$ cat src/rtl/skid_pipe_pkg.sv
// skid_pipe_pkg: shared types and constants for the skid_pipe elastic stage.
//   state_t  : pipeline occupancy state; the 2-bit encoding equals the number
//              of entries held, so the state register doubles as the level.
//   LEVEL_W  : width of the level output.
package skid_pipe_pkg;

  localparam int LEVEL_W = 2;

  typedef enum logic [LEVEL_W-1:0] {
    ST_EMPTY = 2'd0,
    ST_ONE   = 2'd1,
    ST_FULL  = 2'd2
  } state_t;

endpackage

$ cat src/rtl/up_cnt_wrap.sv
// up_cnt_wrap: generic wrapping up-counter.
//   sys_clk : clock, rising edge
//   sys_rst : synchronous active-high reset, clears the count to 0
//   en      : increment enable; the count wraps from 2^CNT_W-1 to 0
//   cnt     : current count
module up_cnt_wrap #(
  parameter int CNT_W = 8
) (
  input  logic             sys_clk,
  input  logic             sys_rst,
  input  logic             en,
  output logic [CNT_W-1:0] cnt
);

  logic [CNT_W-1:0] r_cnt;

  always_ff @(posedge sys_clk) begin
    if (sys_rst) begin
      r_cnt <= '0;
    end else if (en) begin
      r_cnt <= r_cnt + CNT_W'(1);
    end
  end

  assign cnt = r_cnt;

endmodule

$ cat src/rtl/skid_pipe.sv
// skid_pipe: two-entry elastic pipeline stage with valid/ready on both sides.
//   sys_clk   : clock, rising edge
//   sys_rst   : synchronous active-high reset
//   in_data   : upstream data            in_valid  : upstream data valid
//   in_ready  : stage can take a beat (decoded from the state register only)
//   out_data  : downstream data (main register)
//   out_valid : out_data holds a beat    out_ready : downstream takes the beat
//   level     : entries held (0..2); equals the state encoding, so it also
//               serves as the observable FSM state
//   beat_cnt  : wrapping count of accepted input beats
//
// Handshake: a beat moves on a rising edge when valid and ready are both high
// on that side (push = in_valid & in_ready, pop = out_valid & out_ready). A
// held beat keeps out_data/out_valid stable until popped; in_valid may drop
// at any time. in_ready depends only on state, so the upstream ready path is
// cut: when the consumer stalls, the second beat lands in the skid register.
module skid_pipe
  import skid_pipe_pkg::*;
#(
  parameter int WIDTH = 2,
  parameter int CNT_W = 8
) (
  input  logic               sys_clk,
  input  logic               sys_rst,
  input  logic [WIDTH-1:0]   in_data,
  input  logic               in_valid,
  output logic               in_ready,
  output logic [WIDTH-1:0]   out_data,
  output logic               out_valid,
  input  logic               out_ready,
  output logic [LEVEL_W-1:0] level,
  output logic [CNT_W-1:0]   beat_cnt
);

  state_t             r_state;
  state_t             w_state_nxt;
  logic [WIDTH-1:0]   r_main;
  logic [WIDTH-1:0]   r_skid;
  logic               w_push;
  logic               w_pop;
  logic               w_in_ready;
  logic               w_out_valid;
  logic [LEVEL_W-1:0] w_level;

  assign w_push = in_valid & w_in_ready;
  assign w_pop  = w_out_valid & out_ready;

  // State register
  always_ff @(posedge sys_clk) begin
    if (sys_rst) begin
      r_state <= ST_EMPTY;
    end else begin
      r_state <= w_state_nxt;
    end
  end

  // Next-state logic; the unused encoding falls back to EMPTY
  always_comb begin
    w_state_nxt = ST_EMPTY;
    case (r_state)
      ST_EMPTY: w_state_nxt = w_push ? ST_ONE : ST_EMPTY;
      ST_ONE: begin
        if (w_push && !w_pop)      w_state_nxt = ST_FULL;
        else if (w_pop && !w_push) w_state_nxt = ST_EMPTY;
        else                       w_state_nxt = ST_ONE;
      end
      ST_FULL:  w_state_nxt = w_pop ? ST_ONE : ST_FULL;
      default:  w_state_nxt = ST_EMPTY;
    endcase
  end

  // Output decode. The unused encoding reports nothing held and refuses
  // input so no beat is taken during the one-cycle recovery.
  always_comb begin
    w_level     = '0;
    w_out_valid = 1'b0;
    w_in_ready  = 1'b0;
    case (r_state)
      ST_EMPTY: begin
        w_level     = 2'd0;
        w_out_valid = 1'b0;
        w_in_ready  = 1'b1;
      end
      ST_ONE: begin
        w_level     = 2'd1;
        w_out_valid = 1'b1;
        w_in_ready  = 1'b1;
      end
      ST_FULL: begin
        w_level     = 2'd2;
        w_out_valid = 1'b1;
        w_in_ready  = 1'b0;
      end
      default: begin
        w_level     = '0;
        w_out_valid = 1'b0;
        w_in_ready  = 1'b0;
      end
    endcase
  end

  // Data path: main feeds the output, skid catches the beat that arrives
  // while the consumer is stalling a single held beat.
  always_ff @(posedge sys_clk) begin
    if (sys_rst) begin
      r_main <= '0;
      r_skid <= '0;
    end else begin
      case (r_state)
        ST_EMPTY: begin
          if (w_push) r_main <= in_data;
        end
        ST_ONE: begin
          if (w_push && w_pop) r_main <= in_data;
          else if (w_push)     r_skid <= in_data;
        end
        ST_FULL: begin
          if (w_pop) r_main <= r_skid;
        end
        default: ;
      endcase
    end
  end

  up_cnt_wrap #(
    .CNT_W (CNT_W)
  ) u_beat_cnt (
    .sys_clk (sys_clk),
    .sys_rst (sys_rst),
    .en      (w_push),
    .cnt     (beat_cnt)
  );

  assign in_ready  = w_in_ready;
  assign out_valid = w_out_valid;
  assign level     = w_level;
  assign out_data  = r_main;

endmodule

$ cat config.mk
export PLATFORM = sky130hd
export DESIGN_NAME = skid_pipe
export DESIGN_NICKNAME = d
export VERILOG_FILES = /design/src/rtl/skid_pipe_pkg.sv /design/src/rtl/up_cnt_wrap.sv /design/src/rtl/skid_pipe.sv
export SDC_FILE = /design/constraint.sdc
export NUM_CORES = 1
export LEC_CHECK = 0
export BUFFER_PORTS_ARGS = -buffer_cell sky130_fd_sc_hd__buf_2
export CORE_UTILIZATION = 45
export CTS_CLUSTER_DIAMETER = 200
export DETAILED_ROUTE_END_ITERATION = 8
export PLACE_DENSITY = 0.82
export SLEW_MARGIN = 10
export SYNTH_ARGS = -nofsm -noshare
export SYNTH_HDL_FRONTEND = slang
export SYNTH_SLANG_ARGS = --single-unit
$ cat constraint.sdc
create_clock -name sys_clk -period 1.5 [get_ports sys_clk]
set_input_delay 0.075 -clock sys_clk [delete_from_list [all_inputs] [get_ports sys_clk]]
set_output_delay 0.075 -clock sys_clk [all_outputs]
set_load 0.02 [all_outputs]
Yosys cells after proc, flatten, opt, wreduce, memory -nomap -nowiden
Index checks and enable logic that the tools add are counted.
{"block": "totals", "elab_cells": 36, "ff_bits": 14, "in_bits": 6, "output_inout_bits": 14}
{"block": "op_classes", "n_reduce_logical": 11, "eq_ne": 5, "muxes": 12, "addsub": 1, "n_bitwise": 3}
{"op": "one-hot mux 2 bit (3 select lines)", "n": 2}
{"op": "two-way mux 2 bit", "n": 5}
{"op": "adder 8 x 1 -> 8 bit (second input constant)", "n": 1}
{"op": "inequality test 2 bit (second input constant)", "n": 3}
{"op": "two-way mux 1 bit", "n": 4}
{"op": "one-hot mux 2 bit (2 select lines)", "n": 1}
{"op": "AND reduction 4 bit", "n": 1}
{"op": "OR reduction 2 bit", "n": 2}
{"op": "logical AND 1 bit", "n": 3}
{"op": "AND reduction 3 bit", "n": 1}
{"op": "nonzero test 3 bit", "n": 1}
{"op": "AND 1 bit", "n": 2}
{"op": "== test 2 x 1 -> 1 bit (second input constant)", "n": 1}
{"op": "== test 2 bit (second input constant)", "n": 1}
{"op": "logical NOT 1 bit", "n": 2}
{"op": "logical NOT 2 bit", "n": 1}
{"op": "NOT 1 bit", "n": 1}

Longest topological paths before layout
Gate-level depths: netlist of the first run.
{"block": "depth", "word_depth": 9, "mapped_depth": 6, "depth_no_buf": 5}

By module
Synthesis of the first run repeated with hierarchy kept, for this count alone.
{"block": "unflattened", "hier_cells": 79, "hier_area_um2": 721.9}
{"module": "skid_pipe", "n_inst": 1, "cells_each": 42, "seq_area_each_um2": 120.1, "area_per_inst_um2": 382.9}
{"module": "up_cnt_wrap", "n_inst": 1, "cells_each": 37, "seq_area_each_um2": 160.2, "area_per_inst_um2": 339.1}

Least setup slack after synthesis of the first run
Ideal clock, no wire load.
{"block": "synth_timing", "path_type": "reg-to-reg", "from": "register r_state[0]", "to": "register r_main[0] (netlist: out_data[0])", "n_path_buf": 0, "t_arrival_ns": 1.445, "slack_ns": -0.030, "t_required_ns": 1.414, "path_stages_with_launch": 6, "setup_ns": 0.086, "cell_sequence": "dfxtp_1 > inv_1 > ha_1 > a21bo_2 > and4_1 > a211oi_1"}
{"block": "synth_via", "elab_chain_cells": 7}
{"item": "start: declaration", "line": "skid_pipe.sv:35", "rtl": "state_t r_state;"}
{"item": "start signal: assignment", "line": "skid_pipe.sv:53", "rtl": "r_state <= w_state_nxt;"}
{"item": "== test 2 bit / == test 2 x 1 -> 1 bit (equally long branches)", "line": "skid_pipe.sv:78", "rtl": "case (r_state)"}
{"item": "OR reduction 2 bit (no source line) *"}
{"item": "two-way mux 1 bit *", "line": "skid_pipe.sv:78"}
{"item": "named net out_valid", "line": "skid_pipe.sv:29", "rtl": "output logic out_valid,"}
{"item": "AND 1 bit *", "line": "skid_pipe.sv:46", "rtl": "assign w_pop = w_out_valid & out_ready;"}
{"item": "logical AND 1 bit", "line": "skid_pipe.sv:114", "rtl": "if (w_push && w_pop) r_main <= in_data;"}
{"item": "inequality test 2 bit (no source line)"}
{"item": "AND reduction 4 bit (no source line) *"}
{"item": "end signal: assignment", "line": "skid_pipe.sv:111", "rtl": "if (w_push) r_main <= in_data;"}
{"item": "end signal: assignment", "line": "skid_pipe.sv:114"}
{"item": "end signal: assignment", "line": "skid_pipe.sv:118", "rtl": "if (w_pop) r_main <= r_skid;"}
{"item": "end: declaration", "line": "skid_pipe.sv:37", "rtl": "logic [WIDTH-1:0] r_main;"}
Mark *: on every way through the listed nets, which the timed path passes. The rest lies on a longest branch.
A chain may end at the register's enable or synchronous reset.

Worst setup path in the final report of the first run
{"block": "layout_timing", "from": "register r_state[1]", "to": "register r_state[0]"}
{"block": "layout_via", "elab_chain_cells": 9}
{"item": "== test 2 x 1 -> 1 bit / logical NOT 2 bit (equally long branches)", "line": "skid_pipe.sv:60, skid_pipe.sv:78"}
{"item": "OR reduction 2 bit (no source line)"}
{"item": "two-way mux 1 bit", "line": "skid_pipe.sv:78"}
{"item": "AND 1 bit", "line": "skid_pipe.sv:45", "rtl": "assign w_push = in_valid & w_in_ready;"}
{"item": "logical NOT 1 bit", "line": "skid_pipe.sv:64", "rtl": "else if (w_pop && !w_push) w_state_nxt = ST_EMPTY;"}
{"item": "logical AND 1 bit", "line": "skid_pipe.sv:64"}
{"item": "two-way mux 1 bit", "line": "skid_pipe.sv:64"}
{"item": "two-way mux 2 bit", "line": "skid_pipe.sv:63", "rtl": "if (w_push && !w_pop) w_state_nxt = ST_FULL;"}
{"item": "one-hot mux 2 bit (3 select lines) *", "line": "skid_pipe.sv:60", "rtl": "case (r_state)"}
Every way passes the cells marked *; elsewhere a longest branch is shown, timed or not.

==> results of run 1 <==
[report_power, final]
group | leakage, nW | internal [mW] | switching, mW | total [mW]
sequential | 0.115 | 0.402 | 0.0289 | 0.431
combinational | 0.283 | 0.188 | 0.202 | 0.390
clock | 0.0210 | 0.148 | 0.123 | 0.270
[metrics by stage]
stage	setup TNS, ns	hold slack [ns]	cell area (µm²)	instances
floorplan	0	0.148	783	84
global placement	0	0.340	932	123
detailed placement	-0.0274	0.346	932	123
CTS	-0.0277	0.0318	993	127
global route	-0.0745	0.0606	1050	129
finish	0	0.0479	1050	129
[sequential cells by signal, indices dropped and copies added, names as in the netlist]
name / flops
u_beat_cnt.cnt: 8
r_state: 2
r_skid: 2
out_data: 2
[routing by layer]
layer  track usage (%)  routed length, µm  share of wire, %
met4              9.38                  9              0.49
met5                 0                  0                 0
met2              36.4                919                50
met3              3.75                 86               4.7
met1              26.9                819                45
[what timing repair did]
item,in CTS,in global routing
pin swaps,0,2
gates resized for setup,5,12
setup endpoints to repair,5,9
setup buffers,0,2
hold buffers,0,0
[cell usage in the layout, fill, tap and decap left out, drive strengths merged, types with 2 or more instances in the layout]
| cell | count |
|---|---|
| a21oi | 8 |
| buf | 28 |
| a41oi | 2 |
| mux2i | 3 |
| nand4 | 3 |
| nand3 | 2 |
| ha | 7 |
| nor2 | 3 |
| dfxtp | 14 |
| clkbuf | 4 |
| a211oi | 2 |
| or3 | 4 |
| nand2 | 4 |
| o21ai | 6 |
| xnor2 | 2 |
| inv | 5 |
[area by class of cell]
type                       instances  area, µm²  area share (%)
clock buffer                       4       36.3            3.46
inverter                           5       21.3            2.03
multi-input combinational         62        515            49.2
sequential                        14        283            27.0
tap                               16       20.0            1.91
timing repair buffer              28        173            16.5
[worst paths after layout]
check,end,slack [ns]
worst max-delay path,r_state[0]$_SDFF_PP0_,0.01
worst min-delay path,r_state[1]$_SDFF_PP0_,0.05
worst max register to register,r_state[0]$_SDFF_PP0_,0.01
worst min register to register,u_beat_cnt.cnt[7]$_SDFFE_PP0P_,0.50
[kinds of logic after synthesis]
kind of cell,Yosys count,synth area share (%)
AO/OA/AOI/OAI,27,24.8
AND/OR/NAND/NOR,23,17.1
flip-flops,14,35.9
buffers and inverters,8,4.81
adder cells (fa/ha/maj),7,11.2
multiplexers,3,3.85
XOR/XNOR,2,2.24
==> metrics.txt, run 1 <==
Hold Path Origin=out_ready; H-tree levels=1; chip width=between 40 and 50 µm; TritonCTS buffer count=3; Slew Limit Fails=0; drt total wl=roughly 1.8 mm; Layout fillers=126; Setup WS post-layout=slightly above 0.01 ns; first-pass GRT wire length=roughly 3 mm; placement row count=14; Max clock buf depth=2; Arrival @ worst endpoint=between 1.5 and 2 ns; Worst-Skew Late Latency=about 0.28 ns; grt ovf=0; CP Buf/Inv Count=2; DRC viols=3; pwr/cell area=approximately 1000 nW/µm²; initial DRC count=27; RSZ-0062 raised after global routing=yes; antenna violations before repair=0; Crit. Startpoint=r_state[1]$_SDFF_PP0_; syn_area_per_cell=9.29 µm²; vias in the first global route=just under 700; Synth Warn #=0; fmax=approximately 670 MHz; slowest CP cell=dfxtp_2; Die Area=roughly 1900 µm²; Final ANT Viol Nets=0; dpl ws=-0.0235 ns; WP data required=roughly 1.7 ns; FF-to-FF Start=r_state[1]$_SDFF_PP0_; Worst-Margin Slew=0.428 ns; delay-heaviest family, CP=compound AO/OA/AOI/OAI gates; WL per Instance=14.2 µm; Netlist cell types=33; Synth area leaders=dfxtp_1 36%, ha_1 11%, a21oi_1 5.1%, mux2i_1 3.8%, o21ai_0 3.8%; critical path depth in cells=6; initial core utilization=50.1%; vias per inst=~5.9; Final Skew=between 0.004 and 0.005 ns; Syn-to-layout area delta=34.3%; fin nets=roughly 130; crit path launch type=flip-flop; CP Capture Type=flip-flop; IO buf count=19; post-layout util=around two thirds; Cells after Synth=between 80 and 90; status=complete, but fails checks; Post-synth top cells=14 x dfxtp_1, 8 x a21oi_1, 7 x ha_1; Die Span Y=around 44 µm; dpl hpwl=between 1 and 1.5 mm; Routability Congestion=between 0.7 and 0.8; share of layout cells above drive strength 1=between 40% and 50%; sequence of cells on the critical path=inv_4 -> ha_4 -> buf_6 -> o21a_4 -> nand3b_1 -> a311oi_2; Tot GR Track Use=a little over a fifth; io pins=20; final hold vios=0; CP Max Fanout=5; Hold Crit Class=in2reg; overall power=1.09 mW; Worst-path clk slew=~0.090 ns; sequential-to-total area share from yosys stat=between 30% and 40%; asr flop ratio synth=0%; Synth area leader=dfxtp_1; most frequent cell after synthesis=dfxtp_1; number of flops mapped to enable cells by yosys=0; clk sink count=14; final setup vio count=0; max-cap viol count=0; Synth Flop Type=dfxtp_1; CTS tree=done; worst relative slew slack=a little under three quarters; Worst Hold Depth=2; Root Driver=clkbuf_4; Pre-antenna DRT Iters=6; Static Leak=about 0.42 nW; fin crit period=1.49 ns; pin count of the biggest net entering global routing=16; CP Class=reg2reg; maximum VDD drop=roughly 0.70 mV; diode count=0; Post-Syn Area=between 700 and 800 µm²; failing checks=DRC; Core ar.=between 1500 and 2000 µm²; Critical Path Max Stage Delay=between 0.3 and 0.4 ns; DR vias=roughly 760; Synth Register Bits=14; FF-to-FF path depth=6; Final Cycle Share=99.3%; Syn Nets=between 90 and 100; top cell type's share of synthesized area=between 30% and 40%
(Power assumes the default switching activity.)
==> run 2, diff against run 1 <==
--- a/config.mk
+++ b/config.mk
@@ -6,10 +6,11 @@
 export NUM_CORES = 1
 export LEC_CHECK = 0
 export BUFFER_PORTS_ARGS = -buffer_cell sky130_fd_sc_hd__buf_2
-export CORE_UTILIZATION = 45
+export CORE_UTILIZATION = 48
+export CTS_BUF_LIST = sky130_fd_sc_hd__clkbuf_2
 export CTS_CLUSTER_DIAMETER = 200
 export DETAILED_ROUTE_END_ITERATION = 8
-export PLACE_DENSITY = 0.82
+export PLACE_DENSITY = 0.86
 export SLEW_MARGIN = 10
 export SYNTH_ARGS = -nofsm -noshare
 export SYNTH_HDL_FRONTEND = slang
==> run 2 against run 1 <==
Against the previous run:
- the flow now finishes without violations
- global-route usage up 1.3 points
- clock power shrank 30%
- final cell count shrank 1.6%
- critical path depth down 1
- sequential share of layout area is 0.77 points higher
- non-clock buffer count down 2
- combinational power is 2% lower
- count of clock-buffer cells in the layout is 1 lower
- sequential cell count unchanged
- wire length is 8.9% higher
==> metrics.txt, run 2 (same netlist as run 1, synthesis figures left out) <==
Reg-to-Reg End=u_beat_cnt.cnt[7]$_SDFFE_PP0P_; Crit. Startpoint=r_state[0]$_SDFF_PP0_; Max clock buf depth=2 (unchanged); Hold Crit Class=in2reg; initial core utilization=51.8% (+1.7 points); IO buf count=19 (unchanged); initial DRC count=11 (-59%); crit path launch type=flip-flop; post-layout util=68.3% (+1.0 points); FF-to-FF path depth=5 (-1); Final Instance Count excl. Fillers=127 (-1.6%); share of layout cells above drive strength 1=45.0% (+3.5 points); Die Area=1790 µm² (-6.0%); cell area after layout=1030 µm² (-1.9%); diode count=0 (unchanged); dpl hpwl=1.42 mm (+9.4%); CTS tree=done; CP Class=reg2reg; chip width=42.3 µm (-3.0%); commonest non-fill, non-tap cells in the layout=19 x buf_2, 12 x dfxtp_1, 7 x buf_4; met2 Use GR=39.1% (+2.7 points); Most Crowded Layer GR=met2; max reg flops=8 (unchanged); RSZ-0062 raised after global routing=yes; overall power=1.00 mW (-8.0%); combinational fraction of design power=37.9% (+2.2 points); Worst-path clk slew=0.14 ns (+0.05 ns); pin count of the biggest net entering global routing=16 (unchanged); vias per inst=6.05 (+3.3%); vias in the first global route=750 (+8.2%); Placed Instances=122 (-0.81%); DR vias=768 (+1.7%); clock network power share=18.8% (-6.0 points); drt total wl=2.00 mm (+8.9%); antenna violations before repair=0 (unchanged); Pre-antenna DRT Iters=4 (-2); WP data required=1.73 ns (+0.04 ns); met1 Use GR=28.2% (+1.3 points); last element of the critical path=u_beat_cnt.cnt[7]$_SDFFE_PP0P_; Tot GR Track Use=22.9% (+1.3 points); FF-to-FF Start=r_state[0]$_SDFF_PP0_; io pins=20 (unchanged); first-pass GRT wire length=3.16 mm (+3.4%); Final ANT Viol Nets=0 (unchanged); Core ar.=1510 µm² (-3.4%); Slew Limit Fails=0 (unchanged); grt ovf=0 (unchanged); Routability Congestion=0.854 (+14%); DRC viols=0 (-3); Hold Path Origin=in_data[1]; H-tree levels=1 (unchanged); Reg power frac=43.3% (+3.8 points); Worst-Margin Slew=0.441 ns (+0.0126 ns); clk sink count=14 (unchanged); Syn-to-layout area delta=31.7%; worst relative slew slack=70.5% (-0.84 points); status=completed; max-cap viol count=0 (unchanged); Die Span Y=42.3 µm (-3.0%); CP Max Fanout=6 (+1); Pint=0.630 mW (-15%); fmax=670 MHz (-0.17%); final setup vio count=0 (unchanged); met3 Use GR=3.88% (+0.13 points); reg2reg setup slack=0.008 ns (about the same); WL per Instance=15.7 µm (+11%); sw frac=37.2% (+4.8 points); Arrival @ worst endpoint=1.72 ns (+0.04 ns); TritonCTS buffer count=3 (unchanged); DP Area=925 µm² (-0.81%); Psw=0.373 mW (+5.6%); fin nets=125 (-1.6%); commonest non-fill, non-tap cell in the layout=buf_2; maximum VDD drop=0.613 mV (-13%); final hold vios=0 (unchanged); CP Capture Type=flip-flop; Static Leak=0.400 nW (-4.4%); Root Driver=clkbuf_2; placement row count=14 (unchanged); fin crit period=1.49 ns (+0.00260 ns); Worst-Skew Late Latency=0.28 ns (about the same); pwr/cell area=976 nW/µm² (-6.2%); Final Skew=0.00253 ns (-0.00227 ns); Final Cycle Share=99.5% (+0.17 points)
[run 2: changes by cell type in the layout (fill, tap and decap cells not counted), sizes merged]
| cell | change |
|---|---|
| buf | -2 |
| clkinv | +1 |
| clkbuf | -1 |
[run 2: power by group through the flow]
stage / logic, mW / registers, mW / clock network, mW
2_1_floorplan: 0.193 / 0.458 / 0
3_3_place_gp: 0.306 / 0.434 / 0
3_5_place_dp: 0.322 / 0.436 / 0
4_1_cts: 0.348 / 0.431 / 0.188
5_1_grt: 0.404 / 0.439 / 0.209
6_report: 0.381 / 0.434 / 0.188
[run 2: repair_timing]
item	CTS	global route
buffers inserted	0	1
pin swaps	1	5
setup endpoints to repair	10	9
gates resized for setup	5	15
hold buffers	0	0
[run 2: layout make-up]
class / instances / area, µm²
Multi-Input combinational cell: 62 / 533
Fill cell: 116 / 478
Sequential cell: 14 / 285
Timing Repair Buffer: 26 / 148
Inverter: 5 / 23.8
Tap cell: 16 / 20.0
Clock buffer: 3 / 15.0
Clock inverter: 1 / 3.75
[run 2: worst min-delay path by stage]
stage / to / slack, ns / cells past startpoint
2_1_floorplan: out_data[0]$_SDFFE_PP0P_ / 0.15 / 1
3_3_place_gp: r_state[1]$_SDFF_PP0_ / 0.35 / 2
3_5_place_dp: r_state[1]$_SDFF_PP0_ / 0.36 / 2
4_1_cts: r_state[1]$_SDFF_PP0_ / 0.04 / 2
5_1_grt: r_state[1]$_SDFF_PP0_ / 0.03 / 2
6_report: r_skid[1]$_SDFFE_PP0P_ / 0.04 / 3
[run 2: worst max-delay path, cell delays in order, from the launching register on]
cell	delay, ns
dfxtp_4	0.39
inv_4	0.06
ha_4	0.18
o2111ai_4	0.15
or4_4	0.51
a21oi_2	0.14
[run 2: per-stage QoR]
step	hold WS (ns)	setup TNS, ns	worst slack (ns)
2_1_floorplan	0.148	0	0.0163
3_3_place_gp	0.353	0	0.0391
3_5_place_dp	0.361	-0.260	-0.0700
4_1_cts	0.0413	0	0.000137
5_1_grt	0.0255	-0.0681	-0.0285
6_report	0.0400	0	0.00780
[run 2: layer usage]
layer	vias to the layer above	part of all wire (%)
met5	-	0
met4	0	0.65
met3	2	4.9
met2	31	51
met1	368	44
li1	367	-
==> run 3, diff against run 2 <==
--- a/config.mk
+++ b/config.mk
@@ -6,11 +6,11 @@
 export NUM_CORES = 1
 export LEC_CHECK = 0
 export BUFFER_PORTS_ARGS = -buffer_cell sky130_fd_sc_hd__buf_2
-export CORE_UTILIZATION = 48
+export CORE_UTILIZATION = 53
 export CTS_BUF_LIST = sky130_fd_sc_hd__clkbuf_2
 export CTS_CLUSTER_DIAMETER = 200
 export DETAILED_ROUTE_END_ITERATION = 8
-export PLACE_DENSITY = 0.86
+export PLACE_DENSITY = 0.9
 export SLEW_MARGIN = 10
 export SYNTH_ARGS = -nofsm -noshare
 export SYNTH_HDL_FRONTEND = slang
==> constraint.sdc (replaced) <==
create_clock -name sys_clk -period 1.61 [get_ports sys_clk]
set_input_delay 0.0805 -clock sys_clk [delete_from_list [all_inputs] [get_ports sys_clk]]
set_output_delay 0.0805 -clock sys_clk [all_outputs]
set_load 0.02 [all_outputs]
==> run 3 against run 2 <==
Against the previous run:
- die area shrank 9.0%
- setup slack gained 0.11 ns
- design area shrank 8.3%
- non-clock buffer count shrank 4
- first-iteration DRC count grew 64%
- combinational power shrank 22%
- power shrank 13%
- final cell count shrank 3.9%
- sequential cell count is the same
- global-route usage shrank 0.91 points
- count of clock-buffer cells in the layout is the same
- critical endpoint is now in_ready
==> metrics.txt, run 3 (same netlist as run 1, synthesis figures left out) <==
Worst-Skew Late Latency=0.30 ns (+0.02 ns); diode count=0 (unchanged); overall power=0.875 mW (-13%); CP Class=reg2out; crit path launch type=flip-flop; Routability Congestion=0.826 (-3.3%); fmax=672 MHz; drt total wl=1.68 mm (-16%); CTS tree=done; WL per Instance=13.7 µm (-13%); Final Cycle Share=between 90% and 100%; placement row count=13 (-1); IO buf count=19 (unchanged); commonest non-fill, non-tap cell in the layout=buf_2; Static Leak=0.374 nW (-6.7%); io pins=20 (unchanged); Die Area=1630 µm² (-9.0%); FF-to-FF path depth=5 (unchanged); chip width=40.4 µm (-4.6%); Syn-to-layout area delta=20.8%; fin nets=121 (-3.2%); vias in the first global route=551 (-27%); Pre-antenna DRT Iters=4 (unchanged); final setup vio count=0 (unchanged); initial DRC count=18 (+7); # Post-CTS Setup Buffers=0 (unchanged); Tot GR Track Use=22.0% (-0.91 points); CP Capture Type=primary output; TritonCTS buffer count=3 (unchanged); maximum VDD drop=0.657 mV (+7.2%); sequence of cells on the critical path=inv_2 -> ha_4 -> or2_2 -> buf_2; Final TNS setup=0 ns (unchanged); pwr/cell area=927 nW/µm² (-5.0%); Final Skew=0.0107 ns (+0.00813 ns); max reg flops=8 (unchanged); post-layout util=70.7% (+2.5 points); first-pass GRT wire length=2.36 mm (-25%); final hold vios=0 (unchanged); max-cap viol count=0 (unchanged); initial core utilization=58.5% (+6.7 points); sink of the worst hold path=r_state[1]$_SDFF_PP0_; clk sink count=14 (unchanged); DRC viols=0 (unchanged); antenna violations before repair=0 (unchanged); commonest non-fill, non-tap cells in the layout=19 x buf_2, 13 x dfxtp_1, 8 x a21oi_1; Worst-Margin Slew=0.412 ns (-0.0289 ns); cell area after layout=943 µm² (-8.3%); Slew Limit Fails=0 (unchanged); Layout fillers=110 (-5.2%); RSZ-0062 raised after global routing=no; FF-to-FF Start=r_state[0]$_SDFF_PP0_; Final ANT Viol Nets=0 (unchanged); status=completed; Worst Hold Depth=2 (-1); Root Driver=clkbuf_2; WP data required=1.53 ns (-0.20 ns); vias per inst=6.00 (-0.78%); Critical Path Max Stage Delay=0.42 ns (-0.09 ns); Reg-to-Reg End=u_beat_cnt.cnt[7]$_SDFFE_PP0P_; Max clock buf depth=2 (unchanged); worst relative slew slack=72.4% (+1.9 points); Crit. Startpoint=r_state[0]$_SDFF_PP0_; DR vias=732 (-4.7%); Core ar.=1330 µm² (-11%); Die Span Y=40.4 µm (-4.6%); fin crit period=1.49 ns; DP Area=898 µm² (-2.8%); CP Max Fanout=6 (unchanged); grt ovf=0 (unchanged); Arrival @ worst endpoint=1.41 ns (-0.31 ns); reg2reg setup slack=0.12 ns (+0.11 ns); pin count of the biggest net entering global routing=16 (unchanged); slowest CP cell=dfxtp_2; share of layout cells above drive strength 1=32.7% (-12 points); Hold Crit Class=in2reg; Worst-path clk slew=0.13 ns (about the same); H-tree levels=1 (unchanged); Post-CTS Hold Buffers=0 (unchanged); Hold Path Origin=out_ready; dpl hpwl=1.23 mm (-13%)
==> run 3: changes by cell type in the layout (fill, tap and decap cells not counted), sizes merged <==
cell,previous run,this run
buf,26,22
==> run 3: final cells by class <==
cell class | instances | area (µm²) | share of cell area, %
clock buffers | 3 | 15.0 | 1.59
clock inverters | 1 | 3.75 | 0.398
inverters | 5 | 18.8 | 1.99
multi-input cells | 62 | 488 | 51.7
flip-flops and latches | 14 | 282 | 29.8
well taps | 15 | 18.8 | 1.99
repair buffers | 22 | 118 | 12.5
==> run 3: per-layer routing <==
layer	track usage [%]	part of all wire [%]
met1	27.0	46
met2	36.1	47
met3	6.67	5.4
met4	7.50	1.3
met5	0	0
==> run 3: through the flow <==
stage / worst slack [ns] / hold WS, ns / cells
floorplan: 0.0796 / 0.153 / 84
global placement: 0.0686 / 0.336 / 118
detailed placement: 0.0256 / 0.345 / 118
CTS: 0.0105 / 0.0247 / 122
global route: 0.0317 / 0.0164 / 122
finish: 0.122 / 0.0273 / 122
==> run 3: where the power goes <==
part / switching, mW / internal [mW] / total (mW) / leakage [nW]
registers: 0.0290 / 0.375 / 0.404 / 0.114
logic: 0.170 / 0.128 / 0.298 / 0.245
clock network: 0.119 / 0.0539 / 0.173 / 0.0140
total: 0.318 / 0.556 / 0.875 / 0.374
==> run 3: how the worst max path moves through the flow <==
| stage | endpoint | slack, ns | cells past startpoint |
|---|---|---|---|
| final | in_ready | 0.12 | 4 |
| after global routing | u_beat_cnt.cnt[7]$_SDFFE_PP0P_ | 0.03 | 5 |
| after CTS | u_beat_cnt.cnt[7]$_SDFFE_PP0P_ | 0.01 | 5 |
| after detailed placement | u_beat_cnt.cnt[5]$_SDFFE_PP0P_ | 0.03 | 5 |
| after global placement | u_beat_cnt.cnt[7]$_SDFFE_PP0P_ | 0.07 | 5 |
| after floorplan | out_data[0]$_SDFFE_PP0P_ | 0.08 | 5 |
==> run 3: timing repair <==
item,CTS,global route
resized for setup,2,5
endpoints found under the hold margin,0,0
setup endpoints to repair,4,8
==> run 3: critical path, delay by kind of cell (launching register included) <==
family,cells,cell delay [ns]
and+or+nand+nor,1,0.27
buffers and inverters,2,0.24
DFF,1,0.42
adders and majority gates,1,0.19
